`config.mk`:
```
export PLATFORM = sky130hd
export DESIGN_NAME = jtdd_sdram_arb
export DESIGN_NICKNAME = d
export VERILOG_FILES = /design/src/rtl/jtdd_sdram_arb.sv
export SDC_FILE = /design/constraint.sdc
export NUM_CORES = 1
export LEC_CHECK = 0
export BUFFER_PORTS_ARGS = -buffer_cell sky130_fd_sc_hd__buf_4
export CAP_MARGIN = 10
export CORE_MARGIN = 2
export CORE_UTILIZATION = 49
export DETAILED_ROUTE_END_ITERATION = 16
export PLACE_DENSITY = 0.86
export SKIP_LAST_GASP = 1
export SLEW_MARGIN = 20
export SYNTH_ARGS = -nofsm -noshare
export SYNTH_HDL_FRONTEND = slang
export SYNTH_SLANG_ARGS = --single-unit
export TNS_END_PERCENT = 10
```
`constraint.sdc`:
```
create_clock -name i_clk -period 4.93 [get_ports i_clk]
set_input_delay 0 -clock i_clk [delete_from_list [all_inputs] [get_ports i_clk]]
set_output_delay 0 -clock i_clk [all_outputs]
set_load 0.02 [all_outputs]
```
`src/rtl/jtdd_sdram_arb.sv`:
```
// SDRAM arbiter for JTDD: download writes take absolute priority, otherwise four ROM
// readers share the port round-robin. A watchdog aborts any wait the controller never ends.
module jtdd_sdram_arb #(
    parameter logic [7:0] TOUT = 8'd255
) (
    input  logic        i_clk,
    input  logic        i_rst_n,
    input  logic        i_downloading,
    input  logic        i_prog_we,
    input  logic [21:0] i_prog_addr,
    input  logic [7:0]  i_prog_data,
    input  logic [1:0]  i_prog_mask,
    output logic        o_prog_ack,
    input  logic [3:0]  i_rd_req,
    input  logic [87:0] i_rd_addr,
    output logic [3:0]  o_rd_ok,
    output logic [15:0] o_rd_data,
    output logic        o_sdram_req,
    output logic        o_sdram_wr,
    output logic [21:0] o_sdram_addr,
    output logic [15:0] o_sdram_din,
    output logic [1:0]  o_sdram_mask,
    input  logic        i_sdram_ack,
    input  logic        i_sdram_rdy,
    input  logic [15:0] i_sdram_dout,
    output logic        o_busy,
    output logic        o_tout_err
);

    typedef enum logic [1:0] {StIdle, StWaitAck, StWaitRdy} state_t;

    state_t      r_state, w_state_nx;
    logic [7:0]  r_cnt, w_cnt_nx;
    logic [1:0]  r_last, w_last_nx;
    logic        r_req, w_req_nx;
    logic        r_wr, w_wr_nx;
    logic [21:0] r_addr, w_addr_nx;
    logic [15:0] r_din, w_din_nx;
    logic [1:0]  r_mask, w_mask_nx;
    logic        r_prog_ack, w_prog_ack_nx;
    logic [3:0]  r_rd_ok, w_rd_ok_nx;
    logic [15:0] r_rd_data, w_rd_data_nx;
    logic        r_tout_err, w_tout_err_nx;

    logic        w_found;
    logic [1:0]  w_pick, w_idx;
    logic [21:0] w_pick_addr;
    logic        w_timeout;

    // First pending requester searching upward from last+1, wrapping at 4.
    always_comb begin
        w_found = 1'b0;
        w_pick  = r_last;
        w_idx   = r_last;
        for (int i = 1; i <= 4; i++) begin
            w_idx = r_last + 2'(i);
            if (!w_found && i_rd_req[w_idx]) begin
                w_found = 1'b1;
                w_pick  = w_idx;
            end
        end
    end

    always_comb begin
        unique case (w_pick)
            2'd0:    w_pick_addr = i_rd_addr[21:0];
            2'd1:    w_pick_addr = i_rd_addr[43:22];
            2'd2:    w_pick_addr = i_rd_addr[65:44];
            default: w_pick_addr = i_rd_addr[87:66];
        endcase
    end

    assign w_timeout = (8'(r_cnt + 8'd1) == TOUT);

    always_comb begin
        w_state_nx    = r_state;
        w_cnt_nx      = r_cnt + 8'd1;
        w_last_nx     = r_last;
        w_req_nx      = r_req;
        w_wr_nx       = r_wr;
        w_addr_nx     = r_addr;
        w_din_nx      = r_din;
        w_mask_nx     = r_mask;
        w_prog_ack_nx = 1'b0;
        w_rd_ok_nx    = 4'd0;
        w_rd_data_nx  = r_rd_data;
        w_tout_err_nx = r_tout_err;
        unique case (r_state)
            StIdle: begin
                w_cnt_nx = 8'd0;
                if (i_downloading && i_prog_we) begin
                    w_wr_nx    = 1'b1;
                    w_addr_nx  = i_prog_addr;
                    w_din_nx   = {i_prog_data, i_prog_data};
                    w_mask_nx  = i_prog_mask;
                    w_req_nx   = 1'b1;
                    w_state_nx = StWaitAck;
                end else if (!i_downloading && w_found) begin
                    w_last_nx  = w_pick;
                    w_addr_nx  = w_pick_addr;
                    w_wr_nx    = 1'b0;
                    w_mask_nx  = 2'b00;
                    w_req_nx   = 1'b1;
                    w_state_nx = StWaitAck;
                end
            end
            StWaitAck: begin
                if (i_sdram_ack) begin
                    w_req_nx = 1'b0;
                    w_cnt_nx = 8'd0;
                    if (r_wr) begin
                        w_prog_ack_nx = 1'b1;
                        w_state_nx    = StIdle;
                    end else if (i_sdram_rdy) begin
                        w_rd_data_nx = i_sdram_dout;
                        w_rd_ok_nx   = 4'b0001 << r_last;
                        w_state_nx   = StIdle;
                    end else begin
                        w_state_nx = StWaitRdy;
                    end
                end else if (w_timeout) begin
                    w_req_nx      = 1'b0;
                    w_tout_err_nx = 1'b1;
                    w_state_nx    = StIdle;
                end
            end
            StWaitRdy: begin
                if (i_sdram_rdy) begin
                    w_rd_data_nx = i_sdram_dout;
                    w_rd_ok_nx   = 4'b0001 << r_last;
                    w_state_nx   = StIdle;
                end else if (w_timeout) begin
                    w_tout_err_nx = 1'b1;
                    w_state_nx    = StIdle;
                end
            end
            default: w_state_nx = StIdle;
        endcase
    end

    always_ff @(posedge i_clk) begin
        if (!i_rst_n) begin
            r_state    <= StIdle;
            r_cnt      <= 8'd0;
            r_last     <= 2'd3;
            r_req      <= 1'b0;
            r_wr       <= 1'b0;
            r_addr     <= 22'd0;
            r_din      <= 16'd0;
            r_mask     <= 2'b00;
            r_prog_ack <= 1'b0;
            r_rd_ok    <= 4'd0;
            r_rd_data  <= 16'd0;
            r_tout_err <= 1'b0;
        end else begin
            r_state    <= w_state_nx;
            r_cnt      <= w_cnt_nx;
            r_last     <= w_last_nx;
            r_req      <= w_req_nx;
            r_wr       <= w_wr_nx;
            r_addr     <= w_addr_nx;
            r_din      <= w_din_nx;
            r_mask     <= w_mask_nx;
            r_prog_ack <= w_prog_ack_nx;
            r_rd_ok    <= w_rd_ok_nx;
            r_rd_data  <= w_rd_data_nx;
            r_tout_err <= w_tout_err_nx;
        end
    end

    assign o_prog_ack   = r_prog_ack;
    assign o_rd_ok      = r_rd_ok;
    assign o_rd_data    = r_rd_data;
    assign o_sdram_req  = r_req;
    assign o_sdram_wr   = r_wr;
    assign o_sdram_addr = r_addr;
    assign o_sdram_din  = r_din;
    assign o_sdram_mask = r_mask;
    assign o_busy       = (r_state != StIdle);
    assign o_tout_err   = r_tout_err;

endmodule

```
# After elaboration in Yosys (flattened, before gate mapping)

Index checks and enable logic that the tools add are counted.

$add $sub $neg: 4
Magnitude comparators: 4
Equal/unequal tests: 11
Shift operators: 1
Mux-type cells: 51
Bitwise operators: 1
Reduce and logical (&&, ||, !) cells: 22

Operators with widths:

| kind                | count |
|---|---|
| $pmux 22 s3         | 1 |
| $mux 16             | 3 |
| $mux 22             | 2 |
| $pmux 16 s2         | 1 |
| $mux 2              | 13 |
| $mux 1              | 18 |
| $pmux 8 s2          | 1 |
| $reduce_and 3->1    | 5 |
| $lt 2x3->1 const B  | 4 |
| $mux 4              | 3 |
| $add 8x1->8 const B | 1 |
| $bmux 1 s2          | 4 |
| $eq 8x8->1 const B  | 1 |
| $mux 8              | 1 |
| $ne 2x2->1 const B  | 4 |
| $pmux 4 s2          | 1 |
| $reduce_bool 2->1   | 4 |
| $ne 3x3->1 const B  | 2 |
| $pmux 2 s3          | 1 |
| $logic_and 1x1->1   | 5 |
| $add 2x2->2 const B | 2 |
| $eq 2x1->1 const B  | 2 |
| $eq 2x2->1 const B  | 2 |
| $logic_not 1->1     | 4 |
| other kinds (6)     | 9 |

Register bits: 76
Input port bits: 146
Output and inout bits: 65
Word-level logic and storage cells: 106

# Logic depth before layout (Yosys ltp)

Word-level depth: 17
Gate-level depth with buffers: 11
Depth with buffers taken out: 8

# Least setup slack after synthesis

No wires, ideal clock.

Kind: register -> register
Start: reg r_last[0]
End: reg r_addr[17], in the netlist o_sdram_addr[17]
Setup time: 131 ps
Data arrival time: 2634 ps
Data required time: 4799 ps
Setup slack: 2165 ps
Cell stages (with the launch flop): 12
Path buffers: 3
Period minus slack after synthesis: 2765 ps
Cell sequence: dfxtp_1 -> buf_2 -> inv_1 -> ha_1 -> buf_1 -> mux4_2 -> or3_1 -> o211ai_2 -> nand2_4 -> buf_6 -> a2111oi_2 -> a211oi_1

Cells in the longest elaborated chain, start to end: 17
Elaborated cells between the ends (all ways): 34
Classes of those cells: add/sub: 3; eq/ne: 2; mux: 19; reduce/logical: 10

RTL lines:

| item                               | RTL line | RTL |
|---|---|---|
| start, declared                    | 34       | `logic [1:0] r_last, w_last_nx;` |
| start signal, assigned             | 158      | `r_last <= w_last_nx;` |
| $add 2x1->2                        | 56       | `w_idx = r_last + 2'(i);` |
| $bmux 1 s2                         | 57       | `if (!w_found && i_rd_req[w_idx]) begin` |
| $mux 1 (implied by the code)       | 57       |  |
| $mux 1                             | 57       |  |
| $logic_not 1->1                    | 57       |  |
| $logic_and 1x1->1                  | 57       |  |
| $mux 1                             | 57       |  |
| $logic_not 1->1                    | 57       |  |
| $logic_and 1x1->1                  | 57       |  |
| $mux 1                             | 57       |  |
| $logic_not 1->1                    | 57       |  |
| $logic_and 1x1->1                  | 57       |  |
| $mux 2                             | 57       |  |
| $eq 2x2->1 (tied with other cells) | 65       | `unique case (w_pick)` |
| $pmux 22 s3                        | 65       |  |
| $mux 22                            | 98       | `end else if (!i_downloading && w_found) begin` |
| $mux 22                            | 91       | `if (i_downloading && i_prog_we) begin` |
| end signal, assigned               | 161      | `r_addr <= w_addr_nx;` |
| end, declared                      | 37       | `logic [21:0] r_addr, w_addr_nx;` |

Parallel ways exist; a longest one is shown, timed or not. The select of a mux whose other input is x is not followed.
A chain may end at the register's enable or synchronous reset.

# Worst setup path after layout

Start: reg r_last[0]
End: reg r_addr[21], in the netlist o_sdram_addr[21]

The elaborated chain is that of the path after synthesis.

==> flow_summary.yaml <==
floorplanning:
  core-area_um2: 8090
  row_count: 33
  die_height_um: 94.8
  ioPinCount: 211
  dieArea_um2: 8990
  initial_core_util_pct: 49.9
  fp.dieW_um: 94.8
synth:
  synth_top_family_by_area: "compound AO/OA/AOI/OAI gates"
  synthAdderAreaFrac_pct: 3.10
  synth_area_per_cell_um2: 9.24
  muxShareOfSynthArea_pct: 12.1
  synth_warnings: 0
  async_flop_share_pct: 0
  synth_area_um2: 4040
  yosysSeqAreaShare_pct: 33.7
  synth-simple-area-share_pct: 13.4
  synth-compound-area-share_pct: 29.7
  synth_ff_type: "dfxtp_1"
  synth_nets: 593
  synthCells: 437
  ys_seq_elements: 68
  synth_xor_area_share_pct: 1.08
  synth_cell_type_count: 46
  synth_enable_flop_cells: 0
worst_setup_path:
  path_cells: "inv_1 -> ha_1 -> mux4_2 -> or3_1 -> o211ai_4 -> nand2_4 -> a2111oi_0 -> a211oi_1"
  rr_endpoint: "o_sdram_addr[21]"
  crit_buf_inv: 1
  crit_required_ps: 5130
  cp.arrival_ps: 3770
  r2r_slack_ps: 1370
  endpoint_kind: "register"
  startpoint_type: "register"
  worstSetupPathDepth: 8
  r2r_start: "r_last[0]"
  critPathMaxFanout: 24
  cpPeakStageDelay_ps: 700
  critPathSlowestCell: "dfxtp_1"
  critical-path-top-delay-family: "compound AO/OA/AOI/OAI gates"
  r2r_cells: 8
  path_class: "reg -> reg"
placed_design:
  gp_congestion: 0.838
  place_ws_ps: 1100
  dp_hpwl_um: 8800
  portBuffers: 210
global_route:
  antenna_found_initial: 0
  grt_max_degree: 55
  grt_pass1_wl_um: 19100
  grt_pass1_vias: 3977
  track_usage_pct: 27.4
  grt_overflow_total: 0
cells_and_area:
  drive_gt1_share_pct: 39.7
  diodes: 0
  nets: 804
  syn_to_final_growth_pct: 49.8
timing:
  fin_tns_setup_ps: 0
  grt_setup_unrepaired: "no"
  fmax_mhz: 281
  slew_headroom_pct: 35.6
  min_period_ps: 3560
  skew_ps: 11.9
  finalWorstSetupSlack_ps: 1370
  worstMarginPinSlew_ps: 963
  period_share_pct: 72.3
  drv_slew: 0
  setup_viol: 0
  report.final.hold_viol_count: 0
worst_hold_path:
  hold_class: "in -> reg"
  whs_endpoint: "o_sdram_addr[2]"
  worstHoldPathCells: 3
  hp-start: "i_rd_addr[46]"
route:
  drtIter0Drc: 209
  antenna_left: 0
  drc: 0
  detail_route.vias_per_cell: 5.55
  wl_per_cell_um: 17.0
  drt_first_pass_iters: 4
  wirelength_um: 12900
  via_count: 4210
clock_network:
  htreeDepth: 3
  cts.sinks: 68
  insertion_delay_ps: 330
  cts_buffer_depth: 2
  clk_pin_slew_ps: 80
  cts_root_buf: "clkbuf_8"
  cts_tree: "built"
  post_cts_buffers: 0
  cts_buffers: 9
power_and_ir_drop:
  ir_drop_v: 0.000158
  power.total_mw: 1.96
  p_per_area_nw_per_um2: 325
  p_leak_nw: 2.73
run_status:
  outcome: "completed"
run:
  maxCapViolCount: 0
where the power goes:
group          switching [mW]  total [mW]  internal, mW
logic                   0.484       0.857         0.373
clock network           0.221       0.456         0.235
registers              0.0463       0.651         0.605
total                   0.751        1.96          1.21
cells in the final DEF, fill, tap and decap left out, types with 2 or more instances in the layout:
master / count
and2_1: 5
xor2_1: 4
a211oi_1: 22
a211o_1: 2
dfxtp_1: 68
nand3b_1: 2
nor2b_1: 22
ha_1: 10
o21ai_0: 5
mux4_2: 3
nor2_1: 33
clkinvlp_4: 3
mux2i_1: 40
clkbuf_8: 9
inv_1: 12
nand2b_1: 2
o21a_1: 24
dlygate4sd3_1: 28
nand3_1: 4
a2111oi_0: 2
nand2_1: 27
and3_1: 2
nand4_1: 2
or3_1: 3
mux2_2: 2
nor4b_1: 2
a2111oi_2: 20
a21oi_1: 39
buf_4: 212
o22ai_1: 2
o221ai_1: 22
area by class of cell:
class	instances	area, µm²
repair buffers	241	1890
fillers	571	2040
inverters	12	45.0
clock buffers	9	124
clock inverters	7	75.1
multi-input cells	316	2420
well taps	105	131
flip-flops and latches	68	1360
synthesized netlist by cell type, drive strengths merged, types with 3 or more instances:
| library cell | instances | area (µm²) |
|---|---|---|
| a2111oi | 22 | 318 |
| a211oi | 22 | 165 |
| a21oi | 40 | 204 |
| and2 | 5 | 31.3 |
| buf | 22 | 163 |
| clkbuf | 19 | 71.3 |
| dfxtp | 68 | 1360 |
| ha | 10 | 125 |
| inv | 12 | 45.0 |
| mux2i | 40 | 400 |
| mux4 | 3 | 67.6 |
| nand2 | 28 | 113 |
| nand2b | 3 | 26.3 |
| nand3 | 5 | 25.0 |
| nor2 | 33 | 124 |
| nor2b | 22 | 138 |
| o21a | 24 | 180 |
| o21ai | 5 | 25.0 |
| o221ai | 22 | 193 |
| or3 | 3 | 18.8 |
| xor2 | 4 | 35.0 |
kinds of logic (layout without fill, tap and decap cells):
group	Yosys count	count (layout)
adders and majority gates	10	10
DFF	68	68
AOI/OAI and AO/OA	148	148
buffers and inverters	53	269
and+or+nand+nor	108	108
xor gates and xnor gates	5	5
muxes	45	45
state kept, by name, indices dropped and copies added, names as in the netlist:
register      flops
o_sdram_addr     22
o_rd_data        16
o_sdram_din       8
r_cnt             8
o_rd_ok           4
o_sdram_mask      2
r_last            2
r_state           2
o_prog_ack        1
o_sdram_req       1
o_sdram_wr        1
o_tout_err        1
worst min-delay path, cell delays in order:
cell      delay, ps
buf_4           110
mux2i_1         120
a211oi_1         80
per-stage QoR:
step	hold WS [ps]	util, %	cell area (µm²)	instances
after floorplan	136	-	4040	437
after global placement	231	68.7	5560	714
final	17.9	74.7	6050	758
after detailed placement	244	68.7	5560	714
after global routing	14.6	74.7	6050	758
after CTS	4.16	74.6	6040	758
per-layer routing:
layer / wire, µm / up-vias / GRT usage [%] / share of wire [%]
met4: 262 / 0 / 9.30 / 2.0
met3: 1070 / 21 / 7.02 / 8.3
met2: 6560 / 185 / 51.5 / 51
met1: 5020 / 1956 / 29.6 / 39
li1: - / 2048 / - / -
met5: 0 / - / 0 / 0
worst max-delay path by stage:
stage	startpoint	end	slack [ps]
finish	r_last[0]	o_sdram_addr[21]	1370
global route	r_last[0]	o_sdram_addr[0]	1120
CTS	r_last[0]	o_sdram_addr[0]	1080
detailed placement	r_last[0]	o_sdram_addr[21]	1100
global placement	r_last[0]	o_sdram_addr[21]	1260
floorplan	r_last[0]	o_sdram_addr[17]	2170
repair_timing:
item / in CTS / in global routing
gates resized for setup: 0 / 0
hold endpoints to repair: 28 / 0
setup endpoints to repair: 0 / 0
hold buffers: 28 / 0
(Power assumes the default switching activity.)
